File: config.mk
export PLATFORM = sky130hd
export DESIGN_NAME = noise_generator_lfsr
export DESIGN_NICKNAME = d
export VERILOG_FILES = /design/src/rtl/noise_generator_lfsr.sv
export SDC_FILE = /design/constraint.sdc
export NUM_CORES = 1
export LEC_CHECK = 0
export CAP_MARGIN = 20
export CORE_UTILIZATION = 52
export DETAILED_ROUTE_END_ITERATION = 6
export GPL_TIMING_DRIVEN = 0
export PLACE_DENSITY = 0.85
export SYNTH_ARGS = -nofsm -noshare
export SYNTH_HDL_FRONTEND = slang
export SYNTH_SLANG_ARGS = --single-unit
File: constraint.sdc
create_clock -name clk_i -period 4.3 [get_ports clk_i]
set_input_delay 0.86 -clock clk_i [delete_from_list [all_inputs] [get_ports clk_i]]
set_output_delay 0.86 -clock clk_i [all_outputs]
set_load 0.1 [all_outputs]
File: src/rtl/noise_generator_lfsr.sv
// Noise source for the waveform mixer: 23-bit Fibonacci LFSR (taps 22, 17) with an
// 8-bit SID-style output tap pattern. Adds output width scaling, step qualification
// (edge or level), test hold, runtime seed load and all-zero lockup recovery.
module noise_generator_lfsr #(
  parameter int unsigned OUT_WIDTH = 12,
  parameter logic [22:0] SEED      = 23'h37242B,
  parameter bit          STEP_EDGE = 1'b1
) (
  input  logic                 clk_i,
  input  logic                 rst_i,
  input  logic                 step_i,
  input  logic                 test_i,
  input  logic                 load_i,
  input  logic [22:0]          seed_i,
  output logic [OUT_WIDTH-1:0] dout_o,
  output logic                 lockup_o
);

  // Taps are MSB-aligned: a wide output gets zero padding below, a narrow output
  // keeps only the top OUT_WIDTH taps. Both fall out of slicing the top of a
  // zero-extended vector.
  function automatic logic [OUT_WIDTH-1:0] map_taps(input logic [22:0] x);
    logic [7:0]           t;
    logic [OUT_WIDTH+7:0] wide;
    t    = {x[22], x[20], x[16], x[13], x[11], x[7], x[4], x[2]};
    wide = '0;
    wide[OUT_WIDTH+7 -: 8] = t;
    return wide[OUT_WIDTH+7:8];
  endfunction

  localparam logic [OUT_WIDTH-1:0] DoutRst = map_taps(SEED);

  logic [22:0] lfsr_q, lfsr_d;
  logic [22:0] lfsr_shift;
  logic        step_q;
  logic        adv;
  logic        lockup_d;

  assign lfsr_shift = {lfsr_q[21:0], lfsr_q[22] ^ lfsr_q[17]};

  // Qualify the oscillator bit: rising edge in edge mode, raw level otherwise.
  always_comb begin
    adv = step_i;
    if (STEP_EDGE) begin
      adv = step_i & ~step_q;
    end
  end

  // Next LFSR state; test beats load beats lockup recovery beats a shift.
  always_comb begin
    lfsr_d   = lfsr_q;
    lockup_d = 1'b0;
    if (test_i) begin
      lfsr_d = SEED;
    end else if (load_i) begin
      lfsr_d = seed_i;
    end else if (lfsr_q == '0) begin
      lfsr_d   = SEED;
      lockup_d = 1'b1;
    end else if (adv) begin
      lfsr_d = lfsr_shift;
    end
  end

  // State and registered outputs; dout always samples the pre-update LFSR.
  always_ff @(posedge clk_i or posedge rst_i) begin
    if (rst_i) begin
      lfsr_q   <= SEED;
      step_q   <= 1'b0;
      lockup_o <= 1'b0;
      dout_o   <= DoutRst;
    end else begin
      lfsr_q   <= lfsr_d;
      step_q   <= step_i;
      lockup_o <= lockup_d;
      dout_o   <= map_taps(lfsr_q);
    end
  end

endmodule

==> results.ini, run 1 <==
[run_status]
status = completed

[setup_path]
arrival_ns = 2.01
cpLargestDelayFamily = buffers and inverters
crit_path_max_fanout = 1
path_cells = clkdlybuf4s50_1
worstPathBufferInverterCount = 1
cp-start-kind = flip-flop
crit_required_ns = 3.44
end_kind = output pin
critPathKind = reg -> out
slowest_delay_ns = 1.12
slowest_stage = clkdlybuf4s50_1

[final_layout]
drive_gt1_share_pct = 21.5
antennaDiodeCount = 0
final_util_pct = 71.7
final_net_count = 236
fillers = 241
syn2layout_area_growth_pct = 30.7

[timing]
finalCriticalPeriod_ns = 2.87
fin_crit_sh_pct = 66.7
final-hold-violation-count = 0
fmax_mhz = 349
max-slew-margin-rel_pct = 34.7
setup_viol = 0
finalMaxSlewViolations = 0
tightest_slew_ns = 0.977
hold_slack_ns = 0.392
rsz0062_at_grt = no
fin_skew_ns = 0.00619
tns_ns = 0

[global_route]
grt_overflow_total = 0
antenna_found_initial = 0
grt_usage_pct = 26.7
grt_pass1_wl_um = 6550
grt_max_degree = 26
grt_pass1_vias = 1398

[run]
cap_violations = 0

[cts]
cts_hold_buf = 0
clkSinkCount = 33
numCtsBuffers = 5
cts_root_buffer = clkbuf_4
cts_tree = yes
post_cts_buffers = 0
cts.path.max_buffers = 2
clk_latency_ns = 0.34
path_clk_slew_ns = 0.11
cts_resized = 0
cts_max_level = 2

[power_and_ir_drop]
p_sw_uw = 238
pwr-share-comb_pct = 23.8
power_frac_clock_pct = 27.5
ir_drop_uv = 223
netSwitchingFraction_pct = 32.4
seq_power_share_pct = 48.7
powerDensity_mw_per_mm2 = 336
leakagePower_nw = 0.884
p_int_uw = 497

[drt]
drt_iter0_drc = 61
avgViaCountPerCell = 5.48
ant_nets = 0
drcViolationCount = 0
routed_wl_um = 3930
num_vias = 1386
wl_per_cell_um = 15.5
dr.pass1.iters = 4

[die]
start_util_pct = 54.9
fp.dieH_um = 58.8
core_region_area_mm2 = 0.00305
chipWidth_um = 58.8
die-area_mm2 = 0.00345
io_pins = 41
rows = 20

[place]
dp_hpwl_um = 2840
io_buffers = 35
place.gp.congestion = 0.902

[yosys]
ys.flop_type = dfrtp_1
synthesis.area_mm2 = 0.00168
avgSynthCellArea_um2 = 10.3
seq_area_frac_synth_pct = 50.3
yosys.cell_types.count = 33
synth-seq-cells = 33
synth_warnings = 0
syn_inst = 162
synth_edf_count = 0
async_flop_share_pct = 100

[hold_path]
hold_path.class = reg -> reg

worst register-to-register path, delay by kind of cell (launching register included):
family                 cells  cell delay, ns
buffers and inverters      1            0.20
AO/OA/AOI/OAI              1            0.15
flip-flops                 1            0.41
AND/OR/NAND/NOR            3            0.96
power groups by stage:
stage	clock network [mW]	logic, mW	registers (mW)
2_1_floorplan	0	0.0775	0.403
3_3_place_gp	0	0.168	0.361
3_5_place_dp	0	0.175	0.364
4_1_cts	0.209	0.176	0.358
5_1_grt	0.223	0.187	0.361
6_report	0.202	0.175	0.358
cells by family (layout without fill, tap and decap cells):
family                    count (synthesis)  in the layout  share of synthesized area (%)
AOI/OAI and AO/OA                        31             31                           18.7
DFF                                      33             33                           50.3
xor gates and xnor gates                  1              1                          0.523
muxes                                     6              6                           3.58
buffers and inverters                    18             62                           5.38
other                                     1              4                          0.224
and+or+nand+nor                          72             72                           21.3
final cells by class:
class | instances | area (um2) | area share [%]
sequential | 33 | 843 | 38.5
inverter | 1 | 3.75 | 0.171
clock inverter | 1 | 5.00 | 0.229
timing repair buffer | 36 | 378 | 17.3
tap | 44 | 55.1 | 2.51
clock buffer | 7 | 65.1 | 2.97
buffer | 17 | 86.3 | 3.94
multi-input combinational | 114 | 753 | 34.4
routing by layer:
layer | GRT usage (%) | vias to the layer above | wire [um]
li1 | - | 648 | -
met1 | 31.8 | 687 | 1620
met3 | 6.81 | 8 | 186
met2 | 43.5 | 43 | 2030
met4 | 15.6 | 0 | 95
met5 | 0 | - | 0
registers in the layout (all words and copies together), names as in the netlist:
signal	cells
dout_o	8
lfsr_q	23
lockup_o	1
step_q	1
cells in the final DEF, fill, tap and decap left out, types with 5 or more instances in the layout:
cell	count
clkbuf_1	11
dfrtp_1	19
nand2_1	39
clkbuf_4	5
nor3_1	5
mux2i_1	6
clkdlybuf4s50_1	35
a21oi_1	6
a21o_1	6
a41oi_2	8
dfstp_2	14
nor2_1	13
cells in the mapped netlist (2+ instances only):
cell | instances | area [um2]
nand2_1 | 39 | 146
dfrtp_1 | 19 | 475
dfstp_2 | 14 | 368
nor2_1 | 13 | 48.8
clkbuf_1 | 11 | 41.3
a41oi_2 | 8 | 130
a21o_1 | 6 | 45.0
a21oi_1 | 6 | 30.0
mux2i_1 | 6 | 60.1
nor3_1 | 5 | 25.0
buf_4 | 4 | 30.0
or4_1 | 4 | 30.0
a221oi_2 | 3 | 45.0
nand2b_1 | 3 | 18.8
a221oi_1 | 2 | 17.5
a41oi_1 | 2 | 17.5
final timing paths:
path | to | from | slack, ns | cells after the start
max | dout_o[10] | dout_o[10] | 1.43 | 1
min | dout_o[8] | lfsr_q[13] | 0.39 | 0
max reg2reg | lfsr_q[0] | lfsr_q[17] | 2.52 | 5
min reg2reg | dout_o[8] | lfsr_q[13] | 0.39 | 0
max in group asynchronous | lfsr_q[16] | rst_i | 2.94 | 3
min in group asynchronous | lfsr_q[12] | rst_i | 0.81 | 2
stage by stage:
| stage | total power [mW] | area (um2) | cells | setup WS (ns) |
|---|---|---|---|---|
| global route | 0.771 | 2190 | 253 | 1.39 |
| CTS | 0.743 | 2190 | 253 | 1.41 |
| floorplan | 0.480 | 1690 | 165 | 2.36 |
| finish | 0.735 | 2190 | 253 | 1.43 |
| global placement | 0.529 | 2090 | 244 | 1.61 |
| detailed placement | 0.539 | 2120 | 245 | 1.56 |
(Power assumes the default switching activity.)
==> inputs of run 2 (changes only) <==
Settings changed: CORE_UTILIZATION 52 to 49, PLACE_DENSITY 0.85 to 0.81.
Clock period 4.3 ns to 2.7 ns, I/O delays scaled along.
==> run 2 against run 1 <==
Effect of this change: first-iteration DRC count shrank 6.6%; die area grew 5.9%; final cell count is the same; clock skew grew 0.0093 ns; worst setup slack lost 1.3 ns; critical path type unchanged; largest cell class unchanged; highest routed layer unchanged.
==> results.ini, run 2 (synthesis gave the netlist of run 1 again) <==
[timing]
setup_viol = 0
fin_crit_sh_pct = 94.2
finalMaxSlewViolations = 0
final-hold-violation-count = 0
max-slew-margin-rel_pct = 34.6
hold_slack_ns = 0.388
fmax_mhz = 393
fin_skew_ns = 0.0155
finalCriticalPeriod_ns = 2.54
rsz0062_at_grt = no
tightest_slew_ns = 0.978
tns_ns = 0

[global_route]
grt_usage_pct = 24.1
grt_max_degree = 26
grt_overflow_total = 0
grt_pass1_wl_um = 6270
antenna_found_initial = 0
grt_pass1_vias = 1379

[die]
die-area_mm2 = 0.00366
start_util_pct = 53.1
rows = 20
fp.dieH_um = 60.5
core_region_area_mm2 = 0.00315
io_pins = 41
chipWidth_um = 60.5

[setup_path]
crit_required_ns = 2.16
slowest_delay_ns = 1.13
path_cells = clkdlybuf4s50_1
slowest_stage = clkdlybuf4s50_1
crit_path_max_fanout = 1
end_kind = output pin
arrival_ns = 2.00
cpLargestDelayFamily = buffers and inverters
cp-start-kind = flip-flop
critPathKind = reg -> out
worstPathBufferInverterCount = 1

[cts]
numCtsBuffers = 5
cts.path.max_buffers = 2
cts_max_level = 2
cts_resized = 0
post_cts_buffers = 0
cts_tree = yes
clk_latency_ns = 0.34
path_clk_slew_ns = 0.10
cts_root_buffer = clkbuf_4
cts_hold_buf = 0
clkSinkCount = 33

[final_layout]
fillers = 254
syn2layout_area_growth_pct = 29.6
largest_reg_flops = 23
drive_gt1_share_pct = 21.1
reg.largest.list = lfsr_q x23, dout_o x8
antennaDiodeCount = 0
final_net_count = 236
regMostFlops = lfsr_q
final_common_cell = nand2_1
final_cell_mix = nand2_1 (39), clkdlybuf4s50_1 (35), dfrtp_1 (19)

[place]
io_buffers = 35
place.gp.congestion = 0.871
dp_hpwl_um = 2820

[power_and_ir_drop]
power_frac_clock_pct = 24.0
leakagePower_nw = 0.875
pwr-share-comb_pct = 25.0
powerDensity_mw_per_mm2 = 515
netSwitchingFraction_pct = 33.8
p_sw_uw = 377
ir_drop_uv = 269
p_int_uw = 740
seq_power_share_pct = 51.0

[drt]
num_vias = 1393
routed_wl_um = 3950
drt_iter0_drc = 57
ant_nets = 0
dr.pass1.iters = 4
drcViolationCount = 0
wl_per_cell_um = 15.6
avgViaCountPerCell = 5.51

[run]
cap_violations = 0

[run_status]
status = completed

[hold_path]
hold_path.class = reg -> reg

## run 2: final timing paths
path | slack, ns | cells past startpoint | end | from
hold / removal | 0.39 | 0 | dout_o[9] | lfsr_q[16]
max in group asynchronous | 1.64 | 3 | lfsr_q[18] | rst_i
setup / recovery | 0.16 | 1 | dout_o[8] | dout_o[8]
min in group asynchronous | 0.49 | 2 | step_q | rst_i
setup reg to reg | 0.91 | 4 | lfsr_q[19] | lfsr_q[17]
hold reg to reg | 0.39 | 0 | dout_o[9] | lfsr_q[16]
## run 2: metal layers
layer	vias up	routed length [um]	global-route usage, %
li1	653	-	-
met1	672	1530	28.5
met2	60	2030	41.4
met3	8	305	5.76
met4	0	81	11.4
met5	-	0	0
## run 2: layout make-up
| cell class | instances | area [um2] | share of cell area, % |
|---|---|---|---|
| multi-input cells | 114 | 753 | 34.7 |
| clock buffers | 6 | 41.3 | 1.90 |
| plain buffers | 17 | 86.3 | 3.98 |
| inverters | 1 | 3.75 | 0.173 |
| well taps | 44 | 55.1 | 2.54 |
| clock inverters | 2 | 10.0 | 0.461 |
| flip-flops and latches | 33 | 843 | 38.8 |
| repair buffers | 36 | 378 | 17.4 |
## run 2: through the flow
stage	instances	utilization, %	area [um2]	power (mW)	setup WS [ns]
floorplan	165	-	1690	0.765	1.07
finish	253	68.8	2170	1.12	0.158
global route	253	68.8	2170	1.17	0.124
global placement	244	66.3	2090	0.843	0.322
CTS	253	68.8	2170	1.13	0.137
detailed placement	245	67.2	2120	0.858	0.282
## run 2: power by group through the flow
stage | sequential [mW] | combinational [mW] | clock (mW)
floorplan | 0.641 | 0.123 | 0
global placement | 0.576 | 0.268 | 0
detailed placement | 0.578 | 0.280 | 0
CTS | 0.569 | 0.280 | 0.280
global route | 0.574 | 0.298 | 0.297
finish | 0.570 | 0.280 | 0.268
==> inputs of run 3 (changes only) <==
Settings changed: CORE_MARGIN set to 2.
==> run 3 against run 2 <==
Effect of this change: sequential share of layout area shrank 0.38 points; critical path type unchanged; via count shrank 1.8%; worst setup slack gained 0.015 ns; final cell count grew 0.79%; count of clock-buffer cells in the layout grew 1; critical endpoint unchanged; worst hold slack is essentially flat; clock skew shrank 0.0076 ns; design area grew 0.98%.
==> results.ini, run 3 (synthesis gave the netlist of run 1 again) <==
[setup_path]
path_cells = clkdlybuf4s50_1
cp-start-kind = flip-flop
slowest_stage = clkdlybuf4s50_1
end_kind = output pin
crit_required_ns = 2.16
cpLargestDelayFamily = buffers and inverters
critPathKind = reg -> out
arrival_ns = 1.99
crit_path_max_fanout = 1
worstPathBufferInverterCount = 1
slowest_delay_ns = 1.12

[power_and_ir_drop]
p_int_uw = 792
powerDensity_mw_per_mm2 = 532
power_mw = 1.17
seq_power_share_pct = 48.8
leakagePower_nw = 0.884
p_sw_uw = 375
power_frac_clock_pct = 27.3
ir_drop_uv = 232
netSwitchingFraction_pct = 32.1
pwr-share-comb_pct = 23.8

[timing]
finalMaxSlewViolations = 0
max-slew-margin-rel_pct = 35.3
fmax_mhz = 396
final-hold-violation-count = 0
finalCriticalPeriod_ns = 2.53
rsz0062_at_grt = no
fin_crit_sh_pct = 93.6
tightest_slew_ns = 0.967
tns_ns = 0
setup_viol = 0
fin_skew_ns = 0.00794

[place]
placed_area_mm2 = 0.00212
place.gp.congestion = 0.842
io_buffers = 35
dp_hpwl_um = 2710

[final_layout]
reg.largest.list = lfsr_q x23, dout_o x8
design_area_mm2 = 0.00219
drive_gt1_share_pct = 21.5
regMostFlops = lfsr_q
final_cell_mix = nand2_1 (39), clkdlybuf4s50_1 (35), dfrtp_1 (19)
antennaDiodeCount = 0
syn2layout_area_growth_pct = 30.8
final_common_cell = nand2_1
final_net_count = 236
largest_reg_flops = 23

[cts]
clk_latency_ns = 0.34
cts_max_level = 2
path_clk_slew_ns = 0.10
cts_root_buffer = clkbuf_4
cts_hold_buf = 0
clkSinkCount = 33
post_cts_buffers = 0
numCtsBuffers = 5
cts_tree = yes
cts.path.max_buffers = 2
cts_resized = 0

[drt]
drt_iter0_drc = 90
drcViolationCount = 0
dr.pass1.iters = 4
wl_per_cell_um = 15.0
routed_wl_um = 3820
avgViaCountPerCell = 5.36
num_vias = 1368
ant_nets = 0

[global_route]
grt_max_degree = 26
grt_pass1_vias = 1455
antenna_found_initial = 0
gr-max-usage-layer = met2
grt_pass1_wl_um = 6640
gr-usage-met2_pct = 34.9
met1_usage_pct = 27.5
grt_overflow_total = 0
grt_use_met3_pct = 5.77
grt_usage_pct = 21.7

[die]
start_util_pct = 50.6
die-area_mm2 = 0.00390
io_pins = 41
fp.dieH_um = 62.5
chipWidth_um = 62.5
core_region_area_mm2 = 0.00331
rows = 21

[hold_path]
hold_path.class = reg -> reg

[run_status]
status = completed

[run]
cap_violations = 0

run 3: metrics by stage:
stage,setup slack [ns],cells,hold slack [ns],utilization [%]
6_report,0.173,255,0.389,66.2
5_1_grt,0.121,255,0.397,66.2
4_1_cts,0.155,255,0.391,66.2
3_5_place_dp,0.300,247,0.375,64.1
3_3_place_gp,0.331,246,0.376,63.3
2_1_floorplan,1.07,165,0.365,-
run 3: power by group through the flow:
stage          clock network, mW  logic (mW)  registers [mW]
6_report                   0.319       0.278           0.570
5_1_grt                    0.351       0.297           0.575
4_1_cts                    0.324       0.279           0.569
3_5_place_dp                   0       0.278           0.578
3_3_place_gp                   0       0.268           0.576
2_1_floorplan                  0       0.123           0.641
run 3: path summary, 6_finish.rpt:
check | startpoint | endpoint | slack (ns) | cells past startpoint
min in group asynchronous | rst_i | lfsr_q[8] | 0.49 | 2
hold reg to reg | lfsr_q[13] | dout_o[8] | 0.39 | 0
setup / recovery | dout_o[8] | dout_o[8] | 0.17 | 1
hold / removal | lfsr_q[13] | dout_o[8] | 0.39 | 0
setup reg to reg | lfsr_q[12] | lfsr_q[18] | 0.87 | 5
max in group asynchronous | rst_i | dout_o[10] | 1.65 | 3
run 3: final cells by class:
cell class	count	area (um2)
inverter	1	3.75
clock buffer	7	65.1
sequential	33	843
tap	46	57.6
multi-input combinational	114	753
buffer	17	86.3
timing repair buffer	36	378
clock inverter	1	5.00
fill	260	1120
run 3: routing by layer:
metal,vias to the layer above,routed length (um)
met4,0,74
met2,46,1860
met3,8,206
met5,-,0
li1,651,-
met1,663,1680
